--- src/rtl/brus16_pkg.sv ---
// Shared brus16 constants: RAM geometry, loader sync marker and loader FSM states.
// The CHK_* states exist only when LOADER_CHECKSUM_EN is defined.
package brus16_pkg;

    localparam int         RAM_ADDR_WIDTH = 13;
    localparam int         RAM_DATA_WIDTH = 16;
    localparam logic [7:0] DEF_SYNC_BYTE  = 8'hA5;

    typedef enum logic [2:0] {
        IDLE,
        LEN_LO,
        LEN_HI,
        DATA_LO,
        DATA_HI,
`ifdef LOADER_CHECKSUM_EN
        CHK_LO,
        CHK_HI,
`endif
        FINISH
    } loader_state_t;

endpackage

--- src/rtl/uart_prog_loader_if.sv ---
// Byte-stream input and RAM write / CPU control outputs of the program loader.
interface uart_prog_loader_if
    import brus16_pkg::*;
#(
    parameter int ADDR_WIDTH = RAM_ADDR_WIDTH,
    parameter int DATA_WIDTH = RAM_DATA_WIDTH
);
    logic                  rx_valid;
    logic [7:0]            rx_data;
    logic                  mem_we;
    logic [ADDR_WIDTH-1:0] mem_addr;
    logic [DATA_WIDTH-1:0] mem_din;
    logic                  cpu_reset;
    logic                  busy;
    logic                  done;
    logic                  error;

    modport master (
        input  rx_valid, rx_data,
        output mem_we, mem_addr, mem_din, cpu_reset, busy, done, error
    );

    modport slave (
        output rx_valid, rx_data,
        input  mem_we, mem_addr, mem_din, cpu_reset, busy, done, error
    );
endinterface

--- src/rtl/uart_prog_loader_timeout.sv ---
// Inter-byte watchdog: reloads on clear, counts down while enabled, flags expiry at zero.
module loader_timeout #(
    parameter int unsigned CYCLES = 27000000
) (
    input  logic clk,
    input  logic reset,
    input  logic clear,
    input  logic en,
    output logic expire
);
    localparam int W = (CYCLES > 2) ? $clog2(CYCLES) : 1;

    logic [W-1:0] cnt;

    always_ff @(posedge clk or posedge reset) begin
        if (reset)
            cnt <= '0;
        else if (clear)
            cnt <= W'(CYCLES - 1);
        else if (en && cnt != '0)
            cnt <= cnt - W'(1);
    end

    assign expire = en && (cnt == '0);
endmodule

--- src/rtl/uart_prog_loader.sv ---
// Boot loader: frames a UART byte stream and writes little-endian words into program RAM.
// Define LOADER_CHECKSUM_EN to append and verify a 16-bit modular checksum per frame.
module uart_prog_loader
    import brus16_pkg::*;
#(
    parameter int          ADDR_WIDTH     = RAM_ADDR_WIDTH,
    parameter int          DATA_WIDTH     = RAM_DATA_WIDTH,
    parameter logic [7:0]  SYNC_BYTE      = DEF_SYNC_BYTE,
    parameter int unsigned TIMEOUT_CYCLES = 27000000
) (
    input  logic                clk,
    input  logic                reset,
    uart_prog_loader_if.master  bus
);
    localparam logic [31:0] MAX_WORDS = 32'd1 << ADDR_WIDTH;

    loader_state_t         state, state_n;
    logic                  we_n, cpu_n, busy_n, done_n, err_n;
    logic [ADDR_WIDTH-1:0] addr_n, idx, idx_n;
    logic [DATA_WIDTH-1:0] din_n;
    logic [15:0]           left, left_n, word;
    logic [7:0]            lo, lo_n;
    logic                  expire;
`ifdef LOADER_CHECKSUM_EN
    logic [15:0]           sum, sum_n;
`endif

    assign word = {bus.rx_data, lo};

    loader_timeout #(.CYCLES(TIMEOUT_CYCLES)) u_timeout (
        .clk    (clk),
        .reset  (reset),
        .clear  (bus.rx_valid),
        .en     (bus.busy),
        .expire (expire)
    );

    always_ff @(posedge clk or posedge reset) begin
        if (reset) begin
            state         <= IDLE;
            bus.mem_we    <= 1'b0;
            bus.mem_addr  <= '0;
            bus.mem_din   <= '0;
            bus.cpu_reset <= 1'b1;
            bus.busy      <= 1'b0;
            bus.done      <= 1'b0;
            bus.error     <= 1'b0;
            idx           <= '0;
            left          <= '0;
            lo            <= '0;
`ifdef LOADER_CHECKSUM_EN
            sum           <= '0;
`endif
        end else begin
            state         <= state_n;
            bus.mem_we    <= we_n;
            bus.mem_addr  <= addr_n;
            bus.mem_din   <= din_n;
            bus.cpu_reset <= cpu_n;
            bus.busy      <= busy_n;
            bus.done      <= done_n;
            bus.error     <= err_n;
            idx           <= idx_n;
            left          <= left_n;
            lo            <= lo_n;
`ifdef LOADER_CHECKSUM_EN
            sum           <= sum_n;
`endif
        end
    end

    always_comb begin
        state_n = state;
        we_n    = 1'b0;
        addr_n  = bus.mem_addr;
        din_n   = bus.mem_din;
        cpu_n   = bus.cpu_reset;
        busy_n  = bus.busy;
        done_n  = bus.done;
        err_n   = bus.error;
        idx_n   = idx;
        left_n  = left;
        lo_n    = lo;
`ifdef LOADER_CHECKSUM_EN
        sum_n   = sum;
`endif
        unique case (state)
            FINISH: begin
                done_n  = 1'b1;
                busy_n  = 1'b0;
                cpu_n   = 1'b0;
                state_n = IDLE;
            end
            default: begin
                // A watchdog expiry swallows any byte arriving in the same cycle
                if (expire) begin
                    err_n   = 1'b1;
                    busy_n  = 1'b0;
                    state_n = IDLE;
                end else if (bus.rx_valid) begin
                    unique case (state)
                        IDLE: if (bus.rx_data == SYNC_BYTE) begin
                            busy_n  = 1'b1;
                            cpu_n   = 1'b1;
                            done_n  = 1'b0;
                            err_n   = 1'b0;
`ifdef LOADER_CHECKSUM_EN
                            sum_n   = '0;
`endif
                            state_n = LEN_LO;
                        end
                        LEN_LO: begin
                            lo_n    = bus.rx_data;
                            state_n = LEN_HI;
                        end
                        LEN_HI: begin
                            left_n = word;
                            idx_n  = '0;
                            if (word == 16'd0) begin
`ifdef LOADER_CHECKSUM_EN
                                state_n = CHK_LO;
`else
                                state_n = FINISH;
`endif
                            end else if ({16'd0, word} > MAX_WORDS) begin
                                err_n   = 1'b1;
                                busy_n  = 1'b0;
                                state_n = IDLE;
                            end else begin
                                state_n = DATA_LO;
                            end
                        end
                        DATA_LO: begin
                            lo_n    = bus.rx_data;
                            state_n = DATA_HI;
                        end
                        DATA_HI: begin
                            we_n   = 1'b1;
                            din_n  = DATA_WIDTH'(word);
                            addr_n = idx;
                            idx_n  = idx + ADDR_WIDTH'(1);
                            left_n = left - 16'd1;
`ifdef LOADER_CHECKSUM_EN
                            sum_n  = sum + word;
                            state_n = (left == 16'd1) ? CHK_LO : DATA_LO;
`else
                            state_n = (left == 16'd1) ? FINISH : DATA_LO;
`endif
                        end
`ifdef LOADER_CHECKSUM_EN
                        CHK_LO: begin
                            lo_n    = bus.rx_data;
                            state_n = CHK_HI;
                        end
                        CHK_HI: begin
                            if (word == sum) begin
                                state_n = FINISH;
                            end else begin
                                err_n   = 1'b1;
                                busy_n  = 1'b0;
                                state_n = IDLE;
                            end
                        end
`endif
                        default: state_n = IDLE;
                    endcase
                end
            end
        endcase
    end
endmodule

--- src/flat_wrapper.sv ---
// flat-port wrapper written by rule: the top's interface ports become plain ports
module uart_prog_loader_flat import brus16_pkg::*;
#(
    parameter int          ADDR_WIDTH     = RAM_ADDR_WIDTH,
    parameter int          DATA_WIDTH     = RAM_DATA_WIDTH,
    parameter logic [7:0]  SYNC_BYTE      = DEF_SYNC_BYTE,
    parameter int unsigned TIMEOUT_CYCLES = 27000000
)
  (clk, reset, bus_rx_valid, bus_rx_data, bus_mem_we, bus_mem_addr, bus_mem_din, bus_cpu_reset, bus_busy, bus_done, bus_error);
  uart_prog_loader_if #(.ADDR_WIDTH(ADDR_WIDTH), .DATA_WIDTH(DATA_WIDTH)) bus_i ();
  input  logic clk;
  input  logic reset;
  input wire logic [$bits(bus_i.rx_valid)-1:0] bus_rx_valid;
  input wire logic [$bits(bus_i.rx_data)-1:0] bus_rx_data;
  output wire logic [$bits(bus_i.mem_we)-1:0] bus_mem_we;
  output wire logic [$bits(bus_i.mem_addr)-1:0] bus_mem_addr;
  output wire logic [$bits(bus_i.mem_din)-1:0] bus_mem_din;
  output wire logic [$bits(bus_i.cpu_reset)-1:0] bus_cpu_reset;
  output wire logic [$bits(bus_i.busy)-1:0] bus_busy;
  output wire logic [$bits(bus_i.done)-1:0] bus_done;
  output wire logic [$bits(bus_i.error)-1:0] bus_error;
  assign bus_i.rx_valid = bus_rx_valid;
  assign bus_i.rx_data = bus_rx_data;
  assign bus_mem_we = bus_i.mem_we;
  assign bus_mem_addr = bus_i.mem_addr;
  assign bus_mem_din = bus_i.mem_din;
  assign bus_cpu_reset = bus_i.cpu_reset;
  assign bus_busy = bus_i.busy;
  assign bus_done = bus_i.done;
  assign bus_error = bus_i.error;
  uart_prog_loader #(.ADDR_WIDTH(ADDR_WIDTH), .DATA_WIDTH(DATA_WIDTH), .SYNC_BYTE(SYNC_BYTE), .TIMEOUT_CYCLES(TIMEOUT_CYCLES)) u_core (.clk(clk), .reset(reset), .bus(bus_i));
endmodule
--- config.mk ---
export PLATFORM = sky130hd
export DESIGN_NAME = uart_prog_loader_flat
export DESIGN_NICKNAME = d
export VERILOG_FILES = /design/src/rtl/brus16_pkg.sv /design/src/rtl/uart_prog_loader_if.sv /design/src/rtl/uart_prog_loader_timeout.sv /design/src/rtl/uart_prog_loader.sv /design/src/flat_wrapper.sv
export SDC_FILE = /design/constraint.sdc
export NUM_CORES = 1
export LEC_CHECK = 0
export CAP_MARGIN = 30
export CORE_AREA = 4 4 136 164
export DETAILED_ROUTE_END_ITERATION = 12
export DIE_AREA = 0 0 140 168
export PLACE_DENSITY = 0.5
export SLEW_MARGIN = 20
export SYNTH_ARGS = -nofsm -noshare
export SYNTH_HDL_FRONTEND = slang
export SYNTH_SLANG_ARGS = --single-unit
--- constraint.sdc ---
create_clock -name clk -period 3.2 [get_ports clk]
set_input_delay 0.64 -clock clk [delete_from_list [all_inputs] [get_ports clk]]
set_output_delay 0.64 -clock clk [all_outputs]
set_load 0.01 [all_outputs]
==> results of run 1 <==
## path summary, 6_finish.rpt
check                      slack (ps)                     end                     start  depth (start not counted)
min                               510  u_core.bus.mem_addr[2]    u_core.bus.mem_addr[2]                          1
max in group asynchronous        1890         u_core.left[15]                     reset                          3
max                               510           u_core.idx[8]  u_core.u_timeout.cnt[18]                          7
min in group asynchronous         520  u_core.bus.mem_din[14]                     reset                          2
min reg2reg                       510  u_core.bus.mem_addr[2]    u_core.bus.mem_addr[2]                          1
max reg2reg                       510           u_core.idx[8]  u_core.u_timeout.cnt[18]                          7
## logic make-up (layout without fill, tap and decap cells)
kind of cell               after synthesis  in the layout  share of synthesized area [%]
and+or+nand+nor                        183            183                          19.30
AOI/OAI and AO/OA                      125            125                          16.49
DFF                                     99             99                          48.53
muxes                                   42             42                          9.138
buffers and inverters                   41             90                          3.258
xor gates and xnor gates                12             12                          2.058
adders and majority gates                5              5                          1.225
## cell usage in the layout (no fill, tap or decap), drive strengths merged, types with 14 or more instances in the layout
cell type	synthesis	final
nor2	37	37
o31ai	18	18
mux2	37	37
nor4	14	14
nor3	16	16
dfrtp	98	98
buf	7	18
nand3	20	20
nand2	36	36
clkdlybuf4s50	0	44
o21ai	33	33
a21oi	21	21
## synthesized netlist by cell type (14+ instances only)
| master | n | area share, % |
|---|---|---|
| o31ai_1 | 17 | 2.5 |
| mux2_2 | 36 | 7.9 |
| nor2_1 | 37 | 2.7 |
| a21oi_1 | 21 | 2.1 |
| o21ai_0 | 32 | 3.1 |
| nand2_1 | 36 | 2.6 |
| dfrtp_1 | 98 | 48 |
| nor3_1 | 16 | 1.6 |
| nor4_1 | 14 | 1.7 |
| nand3_1 | 20 | 2.0 |
| clkbuf_1 | 22 | 1.6 |
## flip-flops by register name, summed over array words and instances, names as in the netlist
signal	count
u_core.bus.done	1
u_core.u_timeout.cnt	25
u_core.left	16
u_core.bus.mem_din	16
u_core.bus.cpu_reset	1
u_core.lo	8
u_core.state	3
u_core.bus.error	1
u_core.bus.busy	1
u_core.idx	13
u_core.bus.mem_addr	13
u_core.bus.mem_we	1
## through the flow
step	util, %	power [uW]	instance area (um2)
after floorplan	-	2796	5111
after global placement	28.44	3384	5903
after detailed placement	28.44	3410	5903
after CTS	29.86	4538	6197
after global routing	29.86	4781	6197
final	29.86	4489	6197
## power groups by stage
| stage | Combinational (uW) | Sequential [uW] | Clock (uW) |
|---|---|---|---|
| 2_1_floorplan | 945 | 1850 | 0 |
| 6_report | 1420 | 1960 | 1110 |
| 5_1_grt | 1580 | 2020 | 1190 |
| 4_1_cts | 1440 | 1960 | 1140 |
| 3_5_place_dp | 1430 | 1980 | 0 |
| 3_3_place_gp | 1410 | 1970 | 0 |
## critical path, delay by kind of cell, from the launching register on
family | cells | cell delay [ps]
AOI/OAI and AO/OA | 1 | 220
DFF | 1 | 440
and+or+nand+nor | 4 | 1440
buffers and inverters | 2 | 480
## area by class of cell
type / count / area share (%)
Clock buffer: 11 / 3.755
Inverter: 12 / 0.7874
Multi-Input combinational cell: 367 / 39.73
Timing Repair Buffer: 62 / 9.287
Sequential cell: 99 / 40.00
Clock inverter: 5 / 0.9893
Tap cell: 270 / 5.451
## metal layers
| metal | routed length, um | GRT usage, % | vias up | share of wire (%) |
|---|---|---|---|---|
| met5 | 0 | 0 | - | 0 |
| met4 | 320 | 4.593 | 0 | 2.3 |
| met3 | 599 | 2.528 | 26 | 4.4 |
| met2 | 6907 | 20.75 | 100 | 51 |
| met1 | 5841 | 14.69 | 2064 | 43 |
| li1 | - | - | 1997 | - |
==> flow_summary.json, run 1 <==
{
  "die_y_um": 168,
  "vdd_ir_drop_max_uv": 268.8,
  "fin_tns_setup_ps": 0,
  "post-route-period-util_pct": 84.12,
  "cp_cell_sequence": "or4_4 -> or4b_1 -> o31ai_4 -> buf_4 -> buf_4 -> or4_1 -> nand3_1",
  "power.share.switching_pct": 35.81,
  "drv_cap": 0,
  "grt_pass1_wl_mm": 23.14,
  "multi_input_area_um2": 2462,
  "ctsResizeCount": 0,
  "numCtsBuffers": 9,
  "ys_async_sr_fraction_pct": 100.0,
  "overflow": 0,
  "diodes": 0,
  "die_x_um": 140,
  "cts_tree": "built",
  "p_seq_share_pct": 43.6,
  "switchingPower_uw": 1608,
  "ys_seq_elements": 99,
  "area.sequential_um2": 2479,
  "finClkSkew_ps": 12.67,
  "leakage_uw": 0.002312,
  "setup_ws_ps": 508.3,
  "worstSetupEndpointType": "register",
  "via_count": 4187,
  "cts_root_buffer": "clkbuf_16",
  "holdWs_ps": 507.8,
  "start_util_pct": 24.61,
  "routedWlPerCell_um": 16.55,
  "min_period_ps": 2692,
  "clkTransAtPathRegs_ps": 70,
  "synthDistinctLibCells": 62,
  "drtIter0Drc": 377,
  "fillers": 2182,
  "drv_slew": 0,
  "row_count": 58,
  "avgSynthCellArea_um2": 10.07,
  "pin_count": 45,
  "syn_inst": 507,
  "fin_cells": 826,
  "worstSetupPathType": "register to register",
  "grtUsageTotal_pct": 12.02,
  "cts_setup_buffers": 0,
  "max_stage_delay_ps": 680,
  "clock_power_share_pct": 24.7,
  "dp_hpwl_mm": 9.832,
  "relSlewSlack_pct": 56.54,
  "ctsHoldBuffers": 0,
  "via_per_inst": 5.069,
  "antenna_found_initial": 0,
  "drive_above_1_share_pct": 14.03,
  "critPathArrivalTime_ps": 2930,
  "drc": 0,
  "dp_cells": 810,
  "hold_viol": 0,
  "postRouteWirelength_mm": 13.67,
  "path_common_cell": "buf_4",
  "dp_slack_ps": 495.2,
  "syn2layout_area_growth_pct": 21.34,
  "outcome": "finished, final reports clean",
  "cts_buffer_depth": 2,
  "port_buffers": 44,
  "rsz0062_at_grt": "false",
  "powerDensity_nw_per_um2": 724.3,
  "netlist_area_um2": 5107,
  "synth_nets": 523,
  "grt_pass1_vias": 4414,
  "synthFlopType": "dfrtp_1",
  "crit_path_top_delay_cell": "or4b_1",
  "yosysWarningCount": 0,
  "cts.htree.levels": 3,
  "drtPass1Iterations": 5,
  "nNetsFinal": 567,
  "start_kind": "register",
  "grt_max_degree": 51,
  "gp_congestion": 0.8636,
  "required_ps": 3440,
  "hp-class": "register to register",
  "internal_power_uw": 2881,
  "path_max_fanout": 15,
  "tightest_slew_ps": 645.9,
  "drtAntennaViolNets": 0,
  "fmax_mhz": 371.5,
  "p_comb_share_pct": 31.7,
  "core_region_area_um2": 20750,
  "clock_sinks": 99,
  "yosysSeqAreaShare_pct": 48.53,
  "clkLatencyLatePin_ps": 360,
  "synth_edf_count": 0,
  "setup_viol": 0,
  "die_area_um2": 23520
}
(Power assumes the default switching activity.)
==> run 2, diff against run 1 <==
- clock period: 3.2 -> 2.4 ns (I/O delays scaled with it)
==> run 2 against run 1 <==
  * First-iteration DRC count is 23% lower
  * Via count is 4.7% higher
  * Fmax up 14%
  * Cell area increased by 8.0%
  * Die area is the same
  * Total power up 40%
  * Largest cell class is now multi-input gates
  * Clock-buffer cell count decreased by 1
  * Global-route usage increased by 0.10 points
  * Flip-flop and latch count unchanged
  * Sequential share of layout area shrank 3.0 points
==> flow_summary.json, run 2 (synthesis results as in run 1) <==
{
  "outcome": "finished, final reports clean",
  "pin_count": 45,
  "grt_pass1_vias": 4394,
  "rsz0062_at_grt": "true",
  "setup_viol": 0,
  "fin_tns_setup_ps": 0,
  "drtAntennaViolNets": 0,
  "startpoint": "u_core.u_timeout.cnt[21]",
  "min_period_ps": 2370,
  "drtIter0Drc": 291,
  "cts_tree": "built",
  "dp_slack_ps": -118.4,
  "worstSetupEndpointType": "register",
  "grt_max_degree": 100,
  "via_per_inst": 5.039,
  "routedWlPerCell_um": 16.10,
  "drv_cap": 0,
  "reg.largest.list": "u_core.u_timeout.cnt x25, u_core.bus.mem_din x16, u_core.left x16",
  "fmax_mhz": 422.0,
  "numCtsBuffers": 9,
  "drtPass1Iterations": 5,
  "finish.utilization_pct": 32.24,
  "clkLatencyLatePin_ps": 360,
  "min-delay-start": "u_core.bus.cpu_reset",
  "required_ps": 2670,
  "die_area_um2": 23520,
  "syn2layout_area_growth_pct": 31.01,
  "antenna_found_initial": 0,
  "drv_slew": 0,
  "finClkSkew_ps": 11.23,
  "cts_buffer_depth": 2,
  "hp-class": "register to register",
  "hold_viol": 0,
  "diodes": 0,
  "vdd_ir_drop_max_uv": 421.1,
  "drive_above_1_share_pct": 22.83,
  "drc": 0,
  "start_kind": "register",
  "grtUsageTotal_pct": 12.12,
  "port_buffers": 44,
  "overflow": 0,
  "core_region_area_um2": 20750,
  "holdWs_ps": 503.0,
  "layout_commonest_cell": "dfrtp_1",
  "grt_pass1_wl_mm": 22.98,
  "post-route-period-util_pct": 98.74,
  "die_y_um": 168,
  "final_cell_mix": "dfrtp_1, buf_4, clkdlybuf4s50_1",
  "gp_congestion": 0.8577,
  "clock_sinks": 99,
  "postRouteWirelength_mm": 14.01,
  "start_util_pct": 24.61,
  "tightest_slew_ps": 555.5,
  "cts_root_buffer": "clkbuf_16",
  "nNetsFinal": 611,
  "critPathArrivalTime_ps": 2640,
  "path_max_fanout": 11,
  "fillers": 2173,
  "ctsHoldBuffers": 0,
  "dp_hpwl_mm": 10.01,
  "relSlewSlack_pct": 62.01,
  "row_count": 58,
  "die_x_um": 140,
  "r2r_slack_ps": 30,
  "via_count": 4384,
  "clkTransAtPathRegs_ps": 70,
  "p_total_uw": 6264,
  "largest_register_ffs": 25,
  "setup_ws_ps": 30.19,
  "top_register": "u_core.u_timeout.cnt",
  "cts.htree.levels": 3,
  "rr_startpoint": "u_core.u_timeout.cnt[21]",
  "worstSetupPathType": "register to register",
  "leakage_uw": 0.002584,
  "powerDensity_nw_per_um2": 936.1
}
## run 2: cell count changes in the layout (fill, tap and decap cells not counted), sizes merged
| cell | previous run | this run |
|---|---|---|
| inv | 12 | 11 |
| buf | 18 | 61 |
| clkinv | 0 | 2 |
| bufinv | 1 | 2 |
| clkinvlp | 4 | 3 |
## run 2: report_power, final
part / internal (uW) / total [uW] / switching (uW)
Sequential: 2100 / 2580 / 482
Combinational: 1060 / 2070 / 1020
Clock: 942 / 1610 / 668
## run 2: stage by stage
step	cell area [um2]	std cells
after floorplan	5114	507
after global placement	6226	848
after detailed placement	6226	848
after CTS	6580	864
after global routing	6691	870
final	6691	870
## run 2: per-layer routing
layer | track usage [%] | routed length [um]
met1 | 14.71 | 6056
met2 | 21.02 | 7174
met3 | 2.386 | 456
met4 | 4.930 | 319
met5 | 0 | 0
## run 2: repair_timing
| item | 4_1_cts | 5_1_grt |
|---|---|---|
| endpoints found under the setup margin | 52 | 59 |
| cloned | 0 | 1 |
| pin swaps | 0 | 3 |
| buffers inserted | 0 | 5 |
| gates resized for setup | 8 | 11 |
## run 2: worst paths after layout
kind                                    endpoint  depth (start not counted)
hold / removal              u_core.bus.cpu_reset                          2
max in group asynchronous   u_core.bus.cpu_reset                          3
min in group asynchronous  u_core.bus.mem_din[3]                          3
hold reg to reg             u_core.bus.cpu_reset                          2
setup reg to reg                  u_core.idx[10]                          7
setup / recovery                  u_core.idx[10]                          7
## run 2: layout make-up
cell class	instances	area (um2)	share of cell area, %
inverters	12	48.80	0.7292
clock inverters	6	88.84	1.328
well taps	270	337.8	5.049
multi-input cells	367	2526	37.75
clock buffers	10	239.0	3.571
flip-flops and latches	99	2479	37.04
repair buffers	106	972.2	14.53
## run 2: critical path, stage by stage, from the launching register on
cell       delay [ps]
dfrtp_1           380
or4_4             550
or4b_4            570
o31ai_4           270
buf_4             180
clkbuf_16         150
o21ai_0           100
o31ai_1            80
